===== config.mk =====
export PLATFORM = sky130hd
export DESIGN_NAME = conv_window_scheduler
export DESIGN_NICKNAME = d
export VERILOG_FILES = /design/src/rtl/conv_window_scheduler.sv
export SDC_FILE = /design/constraint.sdc
export NUM_CORES = 1
export LEC_CHECK = 0
export ABC_AREA = 1
export ABC_CLOCK_PERIOD_IN_PS = 3040
export BUFFER_PORTS_ARGS = -buffer_cell sky130_fd_sc_hd__clkbuf_2
export CORE_AREA = 5 5 180 182
export DETAILED_ROUTE_END_ITERATION = 10
export DIE_AREA = 0 0 185 187
export GPL_TIMING_DRIVEN = 0
export MAX_ROUTING_LAYER = met4
export PLACE_DENSITY_LB_ADDON = 0.05
export SLEW_MARGIN = 30
export SYNTH_ARGS = -nofsm -noshare
export SYNTH_HDL_FRONTEND = slang
export SYNTH_SLANG_ARGS = --single-unit
export TNS_END_PERCENT = 100

===== constraint.sdc =====
create_clock -name clk -period 3.04 [get_ports clk]
set_input_delay 0.608 -clock clk [delete_from_list [all_inputs] [get_ports clk]]
set_output_delay 0.608 -clock clk [all_outputs]
set_load 0.02 [all_outputs]

===== src/rtl/conv_window_scheduler.sv =====
// Sequencer for a single-channel convolution layer: walks output rows and lane groups,
// times the MAC window, captures lane results and hands them downstream with valid/ready.
module conv_window_scheduler #(
    parameter int DATA_WIDTH  = 16,
    parameter int D           = 1,
    parameter int H           = 32,
    parameter int W           = 32,
    parameter int F           = 5,
    parameter int LANES       = 14,
    parameter int COORD_WIDTH = 6,
    parameter int IDX_WIDTH   = 8
) (
    input  logic                          clk,
    input  logic                          reset,
    input  logic                          start,
    output logic                          busy,
    output logic                          done,
    output logic [COORD_WIDTH-1:0]        row_number,
    output logic [COORD_WIDTH-1:0]        column,
    output logic                          unit_clear,
    input  logic [LANES*DATA_WIDTH-1:0]   unit_results,
    output logic                          out_valid,
    input  logic                          out_ready,
    output logic [LANES*DATA_WIDTH-1:0]   out_data,
    output logic [IDX_WIDTH-1:0]          out_index
);
    localparam int OUT_H      = H - F + 1;
    localparam int OUT_W      = W - F + 1;
    localparam int GROUPS     = OUT_W / LANES;
    localparam int MAC_CYCLES = D * F * F + 2;
    localparam int BLOCKS     = OUT_H * GROUPS;
    localparam int CNT_W      = $clog2(MAC_CYCLES);

    if ((OUT_W % LANES) != 0 || BLOCKS >= (1 << IDX_WIDTH) ||
        OUT_H > (1 << COORD_WIDTH) || OUT_W > (1 << COORD_WIDTH)) begin : g_param_check
        $error("conv_window_scheduler: illegal parameter set");
    end

    localparam logic [COORD_WIDTH-1:0] LANES_C  = COORD_WIDTH'(LANES);
    localparam logic [COORD_WIDTH-1:0] LAST_COL = COORD_WIDTH'(OUT_W - LANES);
    localparam logic [COORD_WIDTH-1:0] LAST_ROW = COORD_WIDTH'(OUT_H - 1);
    localparam logic [CNT_W-1:0]       CNT_LAST = CNT_W'(MAC_CYCLES - 1);

    typedef enum logic [2:0] {S_IDLE, S_CLEAR, S_ACCUM, S_EMIT, S_DONE} state_t;

    state_t                        state_q,      state_d;
    logic [COORD_WIDTH-1:0]        row_number_q, row_number_d;
    logic [COORD_WIDTH-1:0]        column_q,     column_d;
    logic [IDX_WIDTH-1:0]          out_index_q,  out_index_d;
    logic [CNT_W-1:0]              mac_cnt_q,    mac_cnt_d;
    logic                          out_valid_q,  out_valid_d;
    logic [LANES*DATA_WIDTH-1:0]   out_data_q,   out_data_d;
    logic                          busy_q,       busy_d;
    logic                          done_q,       done_d;
    logic                          unit_clear_q, unit_clear_d;

    always_comb begin
        state_d      = state_q;
        row_number_d = row_number_q;
        column_d     = column_q;
        out_index_d  = out_index_q;
        mac_cnt_d    = mac_cnt_q;
        out_valid_d  = out_valid_q;
        out_data_d   = out_data_q;
        busy_d       = busy_q;
        done_d       = 1'b0;
        unit_clear_d = unit_clear_q;
        case (state_q)
            S_IDLE: begin
                busy_d       = 1'b0;
                unit_clear_d = 1'b1;
                if (start) begin
                    state_d      = S_CLEAR;
                    busy_d       = 1'b1;
                    row_number_d = '0;
                    column_d     = '0;
                    out_index_d  = '0;
                    mac_cnt_d    = '0;
                end
            end
            S_CLEAR: begin
                state_d      = S_ACCUM;
                unit_clear_d = 1'b0;
                mac_cnt_d    = '0;
            end
            S_ACCUM: begin
                // Lane results are sampled on the edge that closes the MAC window.
                if (mac_cnt_q == CNT_LAST) begin
                    state_d      = S_EMIT;
                    out_data_d   = unit_results;
                    out_valid_d  = 1'b1;
                    unit_clear_d = 1'b1;
                    mac_cnt_d    = '0;
                end else begin
                    mac_cnt_d = mac_cnt_q + CNT_W'(1);
                end
            end
            S_EMIT: begin
                if (out_ready) begin
                    out_valid_d = 1'b0;
                    out_index_d = out_index_q + IDX_WIDTH'(1);
                    state_d     = S_CLEAR;
                    if (column_q == LAST_COL) begin
                        column_d = '0;
                        if (row_number_q == LAST_ROW) begin
                            row_number_d = '0;
                            state_d      = S_DONE;
                            done_d       = 1'b1;
                        end else begin
                            row_number_d = row_number_q + COORD_WIDTH'(1);
                        end
                    end else begin
                        column_d = column_q + LANES_C;
                    end
                end
            end
            S_DONE: begin
                state_d = S_IDLE;
                busy_d  = 1'b0;
            end
            default: state_d = S_IDLE;
        endcase
    end

    always_ff @(posedge clk) begin
        if (!reset) begin
            state_q      <= S_IDLE;
            row_number_q <= '0;
            column_q     <= '0;
            out_index_q  <= '0;
            mac_cnt_q    <= '0;
            out_valid_q  <= 1'b0;
            out_data_q   <= '0;
            busy_q       <= 1'b0;
            done_q       <= 1'b0;
            unit_clear_q <= 1'b1;
        end else begin
            state_q      <= state_d;
            row_number_q <= row_number_d;
            column_q     <= column_d;
            out_index_q  <= out_index_d;
            mac_cnt_q    <= mac_cnt_d;
            out_valid_q  <= out_valid_d;
            out_data_q   <= out_data_d;
            busy_q       <= busy_d;
            done_q       <= done_d;
            unit_clear_q <= unit_clear_d;
        end
    end

    assign busy       = busy_q;
    assign done       = done_q;
    assign row_number = row_number_q;
    assign column     = column_q;
    assign unit_clear = unit_clear_q;
    assign out_valid  = out_valid_q;
    assign out_data   = out_data_q;
    assign out_index  = out_index_q;

endmodule


==> impl_results.md <==
- R2r worst-path depth: 11
- Initial antenna violation count: 8
- Hold Buf Count CTS: 0
- Top-count cell post-synth: nor2_1
- Post-detailed-route count of antenna-violating nets: 0
- Worst Setup EP: out_data[110]
- 1st-iter DRT viols: about 500
- Top-area cell type share of the netlist area: a little under three fifths
- Min-delay src: unit_results[76]
- Top cells by area, synth: dfxtp_1, nor2_1, o21ai_0, nand2_1, buf_2
- Startpoint types: register
- CTS Buffer Depth: 3
- DRC: 0
- Final period utilization: about 63%
- Fillers: about 3200
- Worst Path Required: 3.47 ns
- Area growth syn-to-layout: 43.2%
- Synth area leader: dfxtp_1
- Vias per Instance: 4.47
- Seq/Total Area, Yosys: between 50% and 60%
- Chip width: about 190 um
- Crit. End Element: register
- Asr flop ratio synth: 0%
- Fin. Hold Viols: 0
- Worst r2r src: mac_cnt_q[0]
- Final Max Slew Viols: 0
- Post-CTS sizing: 0
- Gate Count Post-Synth: between 1000 and 1500
- Mapped Area: around 9200 sq um
- Clk sinks: between 200 and 300
- Die Y: approximately 190 um
- Post-CTS Setup Inserts: 0
- Worst VDD drop: 381 uV
- Detailed Route WL: around 36 mm
- Starting Density: between 30% and 40%
- First-pass GRT wire length: 53.7 mm
- IO Pins: about 480
- Final setup viols: 0
- Placed cell areas: roughly 12000 sq um
- Max_cap viols: 0
- Total track usage: 20.1%
- Post-synth top cells: nor2_1, dfxtp_1, o21ai_0
- Fmax: roughly 530 MHz
- Post-synth EDFFs: 0
- Dpl cells: just over 2000
- Crit path from: mac_cnt_q[0]
- Setup CP Type: register to register
- Final nets: 1944
- # port buffers: around 470
- DIE AREA: approximately 35000 sq um
- Worst-Margin Slew: between 0.6 and 0.7 ns
- Status: complete, no violations
- Via Count: 9560
- Core Box Area: 30400 sq um
- Largest net degree at the start of global routing: 15
- Number of global-route vias before repair: around 9400
- Mean post-synth cell area: approximately 7.6 sq um
- Dpl ws: ~0.63 ns
- Setup ws final: ~1.1 ns
- Slew Limit Headroom: 54.7%
- Leakage: 0.00688 uW
- Fin area: about 13000 sq um
- Layout cells sized above 1: 32.9%
- Synthesized net count: around 1400
- Drt pass-1 iters: 5
- Clock latency at the later pin of the worst-skew pair: between 0.5 and 0.6 ns
- Final RePlAce weighted congestion: around 0.84
- Setup TNS: 0 ns
- Yosys cell types: 25
- Flop2flop setup slack: roughly 1.1 ns
- CP arrival: ~2.3 ns
- Routed wire per std cell: 16.7 um
- Setup repair after global routing missed its margin: false
- Tmin final: around 1.9 ns
- Flops & latches, synth: 255
- CTS tree: built
- H-tree levels: 1
- Detail Placement HPWL: between 20 and 30 mm
- Min-Delay Path Class: input port to register
- Overflow after GRT: 0
- Yosys warns: 0
- TritonCTS buffer count: 30
- Number of placement rows: 64
- Pwr per Cell Area: 615 nW/um^2
- Final Skew: approximately 0.010 ns
- Commonest register cell after synthesis: dfxtp_1
- Final cell count without fillers: about 2100
- R2R Path End: out_data[110]
- CTS clk-pin slew, worst paths: around 0.060 ns
- Root buf cell: clkbuf_16
- Crit-path max FO: 10
## worst max-delay path, stage by stage, from the launching register on
cell	delay (ns)
dfxtp_1	0.34
inv_1	0.08
ha_1	0.15
nand2_1	0.06
nor2_2	0.13
inv_2	0.10
nor2_8	0.24
inv_4	0.13
buf_6	0.18
buf_2	0.21
nor2_1	0.13
nor2_1	0.05
## flip-flops by register name (all words and copies together), names as in the netlist
register    count
out_data      224
out_index       8
row_number      6
column          5
mac_cnt_q       5
state_q         3
busy            1
done            1
out_valid       1
unit_clear      1
## final cells by class
| type | instances | area, sq um | area share [%] |
|---|---|---|---|
| Sequential cell | 255 | 5100 | 38.7 |
| Buffer | 78 | 368 | 2.79 |
| Antenna cell | 8 | 20.0 | 0.152 |
| Tap cell | 396 | 495 | 3.76 |
| Clock inverter | 6 | 108 | 0.816 |
| Inverter | 34 | 130 | 0.986 |
| Timing Repair Buffer | 473 | 2370 | 17.9 |
| Multi-Input combinational cell | 839 | 3610 | 27.4 |
| Clock buffer | 48 | 990 | 7.50 |
## logic make-up (layout without fill, tap and decap cells)
group	Yosys count	in the layout	share of synthesized area (%)
and+or+nand+nor	571	571	24.1
AOI/OAI and AO/OA	258	258	14.0
DFF	255	255	55.4
buffers and inverters	112	639	5.40
adders and majority gates	5	5	0.679
xor gates and xnor gates	4	4	0.380
other	1	9	0.0407
## metrics by stage
step	power, uW	hold slack (ns)	utilization (%)
finish	8120	0.287	43.4
detailed placement	4320	0.475	39.7
global route	8490	0.259	43.4
floorplan	3990	0.471	-
CTS	8230	0.257	43.3
global placement	4320	0.475	39.7
## report_power, final
group,switching (uW),leakage [uW],internal [uW]
Combinational,475,0.00428,289
Clock,1410,0.000543,2460
Sequential,75.5,0.00205,3410
Total,1970,0.00688,6150
## cells in the final DEF (no fill, tap or decap)
cell type	Yosys	final
a21oi_1	22	22
buf_2	33	33
buf_4	3	3
buf_6	3	3
bufinv_16	0	3
clkbuf_1	39	41
clkbuf_16	0	31
clkbuf_2	0	473
clkbuf_8	0	15
clkinv_2	0	2
clkinvlp_4	0	1
conb_1	1	1
dfxtp_1	255	255
diode_2	0	8
ha_1	5	5
inv_1	31	31
inv_2	2	2
inv_4	1	1
nand2_1	58	58
nand3_1	19	19
nand3_2	1	1
nand3b_1	1	1
nand4_1	4	4
nor2_1	477	477
nor2_2	1	1
nor2_8	1	1
nor3_1	8	8
o21ai_0	204	204
o21ai_1	32	32
or2_2	1	1
xnor2_1	1	1
xor2_1	3	3
## layer usage
metal,wire length (um),global-route usage (%)
met1,14500,23.8
met2,17500,33.2
met5,0,-
met4,986,6.38
met3,2810,5.54
## how the worst min path moves through the flow
| stage | endpoint | slack, ns | depth (start not counted) |
|---|---|---|---|
| 2_1_floorplan | mac_cnt_q[0] | 0.47 | 2 |
| 3_3_place_gp | out_valid | 0.48 | 2 |
| 3_5_place_dp | out_valid | 0.47 | 2 |
| 4_1_cts | out_data[76] | 0.26 | 3 |
| 5_1_grt | out_data[22] | 0.26 | 3 |
| 6_report | out_data[76] | 0.29 | 3 |
Note: power is estimated with default switching activity, not from simulation.
